==> src/rtl/microwave_pkg.sv <==
// Shared definitions for the microwave timer blocks: state encodings, limits and mm:ss step helpers.
package microwave_pkg;

    typedef enum logic [1:0] {
        ST_IDLE  = 2'd0,
        ST_RUN   = 2'd1,
        ST_PAUSE = 2'd2,
        ST_DONE  = 2'd3
    } state_e;

    localparam logic [5:0] SEC_MAX         = 6'd59;
    localparam int         MAX_MIN_DEF     = 59;
    localparam int         BEEP_CYCLES_DEF = 3;

    typedef struct packed {
        logic [5:0] min;
        logic [5:0] sec;
    } mmss_t;

    // Limits are compared before stepping so nothing relies on 6-bit wraparound.
    function automatic mmss_t time_inc(input mmss_t t, input logic unit_min, input logic [5:0] max_min);
        mmss_t r;
        r = t;
        if (unit_min) begin
            if (t.min < max_min) r.min = t.min + 6'd1;
        end else if (t.sec < SEC_MAX) begin
            r.sec = t.sec + 6'd1;
        end else if (t.min < max_min) begin
            r.sec = 6'd0;
            r.min = t.min + 6'd1;
        end
        return r;
    endfunction

    function automatic mmss_t time_dec(input mmss_t t, input logic unit_min);
        mmss_t r;
        r = t;
        if (unit_min) begin
            if (t.min != 6'd0) r.min = t.min - 6'd1;
        end else if (t.sec != 6'd0) begin
            r.sec = t.sec - 6'd1;
        end else if (t.min != 6'd0) begin
            r.sec = SEC_MAX;
            r.min = t.min - 6'd1;
        end
        return r;
    endfunction

endpackage

==> src/rtl/microwave_time_setter_edge_pulse.sv <==
// Rising-edge detector: one-cycle pulse the cycle a level input goes 0->1.
// Pulse is combinational from the input and a registered history bit.
module edge_pulse (
    input  logic clk_1Hz,
    input  logic rst,
    input  logic btn_i,
    output logic pulse_o
);

    logic hist_q;

    always_ff @(posedge clk_1Hz) begin
        if (rst) hist_q <= 1'b0;
        else     hist_q <= btn_i;
    end

    assign pulse_o = btn_i & ~hist_q;

endmodule

==> src/rtl/microwave_time_setter.sv <==
// Microwave front end: button time entry in IDLE and IDLE/RUN/PAUSE/DONE sequencing with a fixed beep.
// All outputs registered; button events take effect at the edge on which they are detected.
module microwave_time_setter
    import microwave_pkg::*;
#(
    parameter int MAX_MIN     = MAX_MIN_DEF,
    parameter int BEEP_CYCLES = BEEP_CYCLES_DEF
) (
    input  logic       clk_1Hz,
    input  logic       rst,
    input  logic       inc,
    input  logic       dec,
    input  logic       unit_sel,
    input  logic       start_btn,
    input  logic       stop_btn,
    input  logic       door_open,
    input  logic       timer_end,
    output logic [5:0] minutes_set,
    output logic [5:0] seconds_set,
    output logic       start,
    output logic       beep,
    output logic [1:0] state_o
);

    localparam logic [5:0] MAX_MIN_L = 6'(MAX_MIN);
    localparam logic [7:0] BEEP_LOAD = 8'(BEEP_CYCLES - 1);

    logic   inc_ev, dec_ev, start_ev, stop_ev;
    state_e state_q;
    mmss_t  time_q, time_d;
    logic   start_q, beep_q;
    logic [7:0] beep_cnt_q;
    logic   time_nz;

    edge_pulse u_inc   (.clk_1Hz(clk_1Hz), .rst(rst), .btn_i(inc),       .pulse_o(inc_ev));
    edge_pulse u_dec   (.clk_1Hz(clk_1Hz), .rst(rst), .btn_i(dec),       .pulse_o(dec_ev));
    edge_pulse u_start (.clk_1Hz(clk_1Hz), .rst(rst), .btn_i(start_btn), .pulse_o(start_ev));
    edge_pulse u_stop  (.clk_1Hz(clk_1Hz), .rst(rst), .btn_i(stop_btn),  .pulse_o(stop_ev));

    // Simultaneous inc and dec cancel out.
    always_comb begin
        time_d = time_q;
        if (inc_ev && !dec_ev)      time_d = time_inc(time_q, unit_sel, MAX_MIN_L);
        else if (dec_ev && !inc_ev) time_d = time_dec(time_q, unit_sel);
    end

    assign time_nz = |time_q;

    always_ff @(posedge clk_1Hz) begin
        if (rst) begin
            state_q    <= ST_IDLE;
            time_q     <= '0;
            start_q    <= 1'b0;
            beep_q     <= 1'b0;
            beep_cnt_q <= '0;
        end else begin
            case (state_q)
                ST_IDLE: begin
                    if (stop_ev) begin
                        time_q <= '0;
                    end else if (start_ev && !door_open && time_nz) begin
                        state_q <= ST_RUN;
                        start_q <= 1'b1;
                    end else begin
                        time_q <= time_d;
                    end
                end
                ST_RUN: begin
                    if (timer_end) begin
                        state_q    <= ST_DONE;
                        start_q    <= 1'b0;
                        beep_q     <= 1'b1;
                        beep_cnt_q <= BEEP_LOAD;
                    end else if (door_open || stop_ev) begin
                        state_q <= ST_PAUSE;
                        start_q <= 1'b0;
                    end
                end
                ST_PAUSE: begin
                    if (stop_ev) begin
                        state_q <= ST_IDLE;
                        time_q  <= '0;
                    end else if (start_ev && !door_open) begin
                        state_q <= ST_RUN;
                        start_q <= 1'b1;
                    end
                end
                ST_DONE: begin
                    if (stop_ev || beep_cnt_q == 8'd0) begin
                        state_q    <= ST_IDLE;
                        beep_q     <= 1'b0;
                        beep_cnt_q <= '0;
                        time_q     <= '0;
                    end else begin
                        beep_cnt_q <= beep_cnt_q - 8'd1;
                    end
                end
                default: begin
                    state_q <= ST_IDLE;
                    start_q <= 1'b0;
                    beep_q  <= 1'b0;
                end
            endcase
        end
    end

    assign minutes_set = time_q.min;
    assign seconds_set = time_q.sec;
    assign start       = start_q;
    assign beep        = beep_q;
    assign state_o     = state_q;

endmodule

==> config.mk <==
export PLATFORM = sky130hd
export DESIGN_NAME = microwave_time_setter
export DESIGN_NICKNAME = d
export VERILOG_FILES = /design/src/rtl/microwave_pkg.sv /design/src/rtl/microwave_time_setter_edge_pulse.sv /design/src/rtl/microwave_time_setter.sv
export SDC_FILE = /design/constraint.sdc
export NUM_CORES = 1
export LEC_CHECK = 0
export CAP_MARGIN = 20
export CORE_MARGIN = 2
export CORE_UTILIZATION = 40
export CTS_BUF_LIST = sky130_fd_sc_hd__clkbuf_4
export DETAILED_ROUTE_END_ITERATION = 7
export SKIP_CTS_REPAIR_TIMING = 1
export SLEW_MARGIN = 5
export SYNTH_ARGS = -nofsm -noshare
export SYNTH_HDL_FRONTEND = slang
export SYNTH_SLANG_ARGS = --single-unit
==> constraint.sdc <==
create_clock -name clk_1Hz -period 6.6 [get_ports clk_1Hz]
set_input_delay 0.99 -clock clk_1Hz [delete_from_list [all_inputs] [get_ports clk_1Hz]]
set_output_delay 0.99 -clock clk_1Hz [all_outputs]
set_load 0.05 [all_outputs]
==> reports/qor.yml <==
die:
  die_x_um: 72.5
  ioPinCount: 25
  floorplan.core_area_mm2: 0.00444
  die_area_mm2: 0.00526
  start_util: 0.423
  die-height_um: 72.5
  rows: 24
critical_path:
  worstPathMaxFanout: 12
  endpoint_kind: "register"
  worstPathArrival_ps: 4150
  crit_type: "in2reg"
  start_kind: "input port"
  required_ps: 6890
pwr:
  pwr-share-comb: 0.620
  pwr-share-seq: 0.300
  p_sw_uw: 490
  p_leak_nw: 0.799
  p_int_uw: 471
  ir_drop_mv: 0.237
  p_per_area_mw_per_mm2: 447
  p_clk_frac: 0.081
  swShare: 0.510
clock_network:
  cts.clk_slew.worst_paths_ps: 170
  cts_made_buffers: 3
  cts_tree: "built"
  htree_levels: 1
  cts_sinks: 28
  insertion_delay_ps: 340
  root_buffer: "clkbuf_4"
  cts_buffer_depth: 2
synthesis:
  ys_ff_latch: 28
  synth_area_mm2: 0.00188
  yosysSeqAreaShare: 0.298
  syn_avg_cell_area_um2: 7.73
  postSynthCellCount: 243
  synth_warnings: 0
  yosys.cell_types.count: 53
  synthesis.nets: 261
  synth-async-reset-ratio: 0
  synth_edf_count: 0
  ys.flop_type: "dfxtp_1"
route:
  vias: 1766
  drtAntennaViolNets: 0
  via_per_inst: 5.73
  drtIter0Drc: 141
  drt-total-wl_um: 4310
  drc: 0
  drt-pass1-iter-count: 4
  wl_per_cell_um: 14.0
placement:
  gp_congestion: 0.820
  dp.cells: 304
  dpl.hpwl_um: 2960
  place_area_mm2: 0.00212
  portBuffers: 24
layout:
  layout-drive-gt1-share: 0.0508
  nFillCells: 455
  area_growth_syn_to_layout_pct: 14.3
  fin_cells: 308
  final_nets: 275
  diodes: 0
  layout_common_cells: "28 x nor2_1, 28 x dfxtp_1, 27 x a21oi_1"
  postLayoutCoreUtil: 0.483
  fin_area_mm2: 0.00215
timing:
  fin_crit_ps: 3870
  worst_pin_slew_ps: 998
  whs_ps: 518
  clock_skew_ps: 15.3
  max_freq_mhz: 259
  finalMaxSlewViolations: 0
  rsz0062_at_grt: "false"
  maxSlewHeadroom: 0.335
  finalHoldViolations: 0
  fin_crit_sh: 0.586
  setup_viol_count_final: 0
  setup_tns_ps: 0
flow_run:
  cap_violations: 0
grt:
  grt_max_degree: 31
  grt_pass1_wl_um: 7290
  antenna_found_initial: 0
  grt_pass1_vias: 1588
  grt_usage: 0.169
  overflow: 0
outcome:
  outcome: "finished clean"
hold_path:
  min_path_type: "reg2reg"
worst paths after layout:
path / from / slack [ps] / to / depth (start not counted)
hold reg to reg: beep_cnt_q[7]$_SDFFE_PP0P_ / 520 / beep_cnt_q[7]$_SDFFE_PP0P_ / 2
setup / recovery: inc / 2730 / minutes_set[5]$_SDFFE_PP0P_ / 12
setup reg to reg: seconds_set[2]$_SDFFE_PP0P_ / 3380 / seconds_set[2]$_SDFFE_PP0P_ / 7
hold / removal: beep_cnt_q[7]$_SDFFE_PP0P_ / 520 / beep_cnt_q[7]$_SDFFE_PP0P_ / 2
flip-flops by register name, summed over array words and instances, names as in the netlist:
register,count
u_inc.hist_q,1
beep,1
start,1
u_start.hist_q,1
beep_cnt_q,8
u_stop.hist_q,1
state_o,2
seconds_set,6
u_dec.hist_q,1
minutes_set,6
worst max-delay path, cell delays in order:
cell and delay, ps:
clkdlybuf4s50_1 460, nor2b_1 370, and2_1 380, inv_2 190, ha_1 390, nand3_1 110
a22oi_1 60, or3_1 350, a21oi_1 180, xnor2_1 150, or4b_1 440, nand3_1 80
cells in the mapped netlist, types with 3 or more instances:
| library cell | n | area, um^2 |
|---|---|---|
| dfxtp_1 | 28 | 561 |
| nor2_1 | 28 | 105 |
| a21oi_1 | 27 | 135 |
| nand2_1 | 15 | 56.3 |
| o21ai_0 | 15 | 75.1 |
| clkbuf_1 | 12 | 45.0 |
| ha_1 | 9 | 113 |
| nand3b_1 | 8 | 60.1 |
| nor3_1 | 8 | 40.0 |
| inv_1 | 7 | 26.3 |
| nand3_1 | 6 | 30.0 |
| nor2b_1 | 6 | 37.5 |
| xnor2_1 | 6 | 52.6 |
| or3_1 | 5 | 31.3 |
| nand2b_1 | 4 | 25.0 |
| o31ai_1 | 4 | 30.0 |
| xor2_1 | 4 | 35.0 |
| a21o_1 | 3 | 22.5 |
| a31oi_1 | 3 | 18.8 |
| o2111ai_1 | 3 | 26.3 |
| or3b_2 | 3 | 26.3 |
cell type report:
class	count	area [um^2]	area share
inverters	8	30.0	0.0140
multi-input cells	191	1220	0.567
repair buffers	25	248	0.115
clock buffers	3	22.5	0.0105
flip-flops and latches	28	561	0.261
well taps	52	65.1	0.0303
clock inverters	1	3.75	0.00175
metrics by stage:
step / worst slack, ps / power, mW
CTS: 2750 / 0.965
detailed placement: 2390 / 0.886
global placement: 2460 / 0.887
floorplan: 3080 / 0.749
global route: 2590 / 1.04
finish: 2730 / 0.961
power by group through the flow:
| stage | Combinational, mW | Sequential (mW) | Clock, mW |
|---|---|---|---|
| floorplan | 0.370 | 0.379 | 0 |
| CTS | 0.597 | 0.287 | 0.0811 |
| detailed placement | 0.594 | 0.291 | 0 |
| finish | 0.595 | 0.288 | 0.0774 |
| global route | 0.653 | 0.300 | 0.0899 |
| global placement | 0.594 | 0.293 | 0 |
layer usage:
| layer | global-route usage | vias up | part of all wire |
|---|---|---|---|
| li1 | - | 913 | - |
| met1 | 0.240 | 808 | 0.51 |
| met2 | 0.265 | 41 | 0.44 |
| met3 | 0.0236 | 4 | 0.036 |
| met4 | 0.0514 | 0 | 0.0097 |
| met5 | 0 | - | 0 |
kinds of logic after synthesis:
group | count (synthesis) | share of synthesized area
xor+xnor | 10 | 0.0466
flops | 28 | 0.298
simple gates | 96 | 0.274
buf+inv | 24 | 0.0533
compound gates | 75 | 0.263
fa+ha+maj | 10 | 0.0652
(Power assumes the default switching activity.)
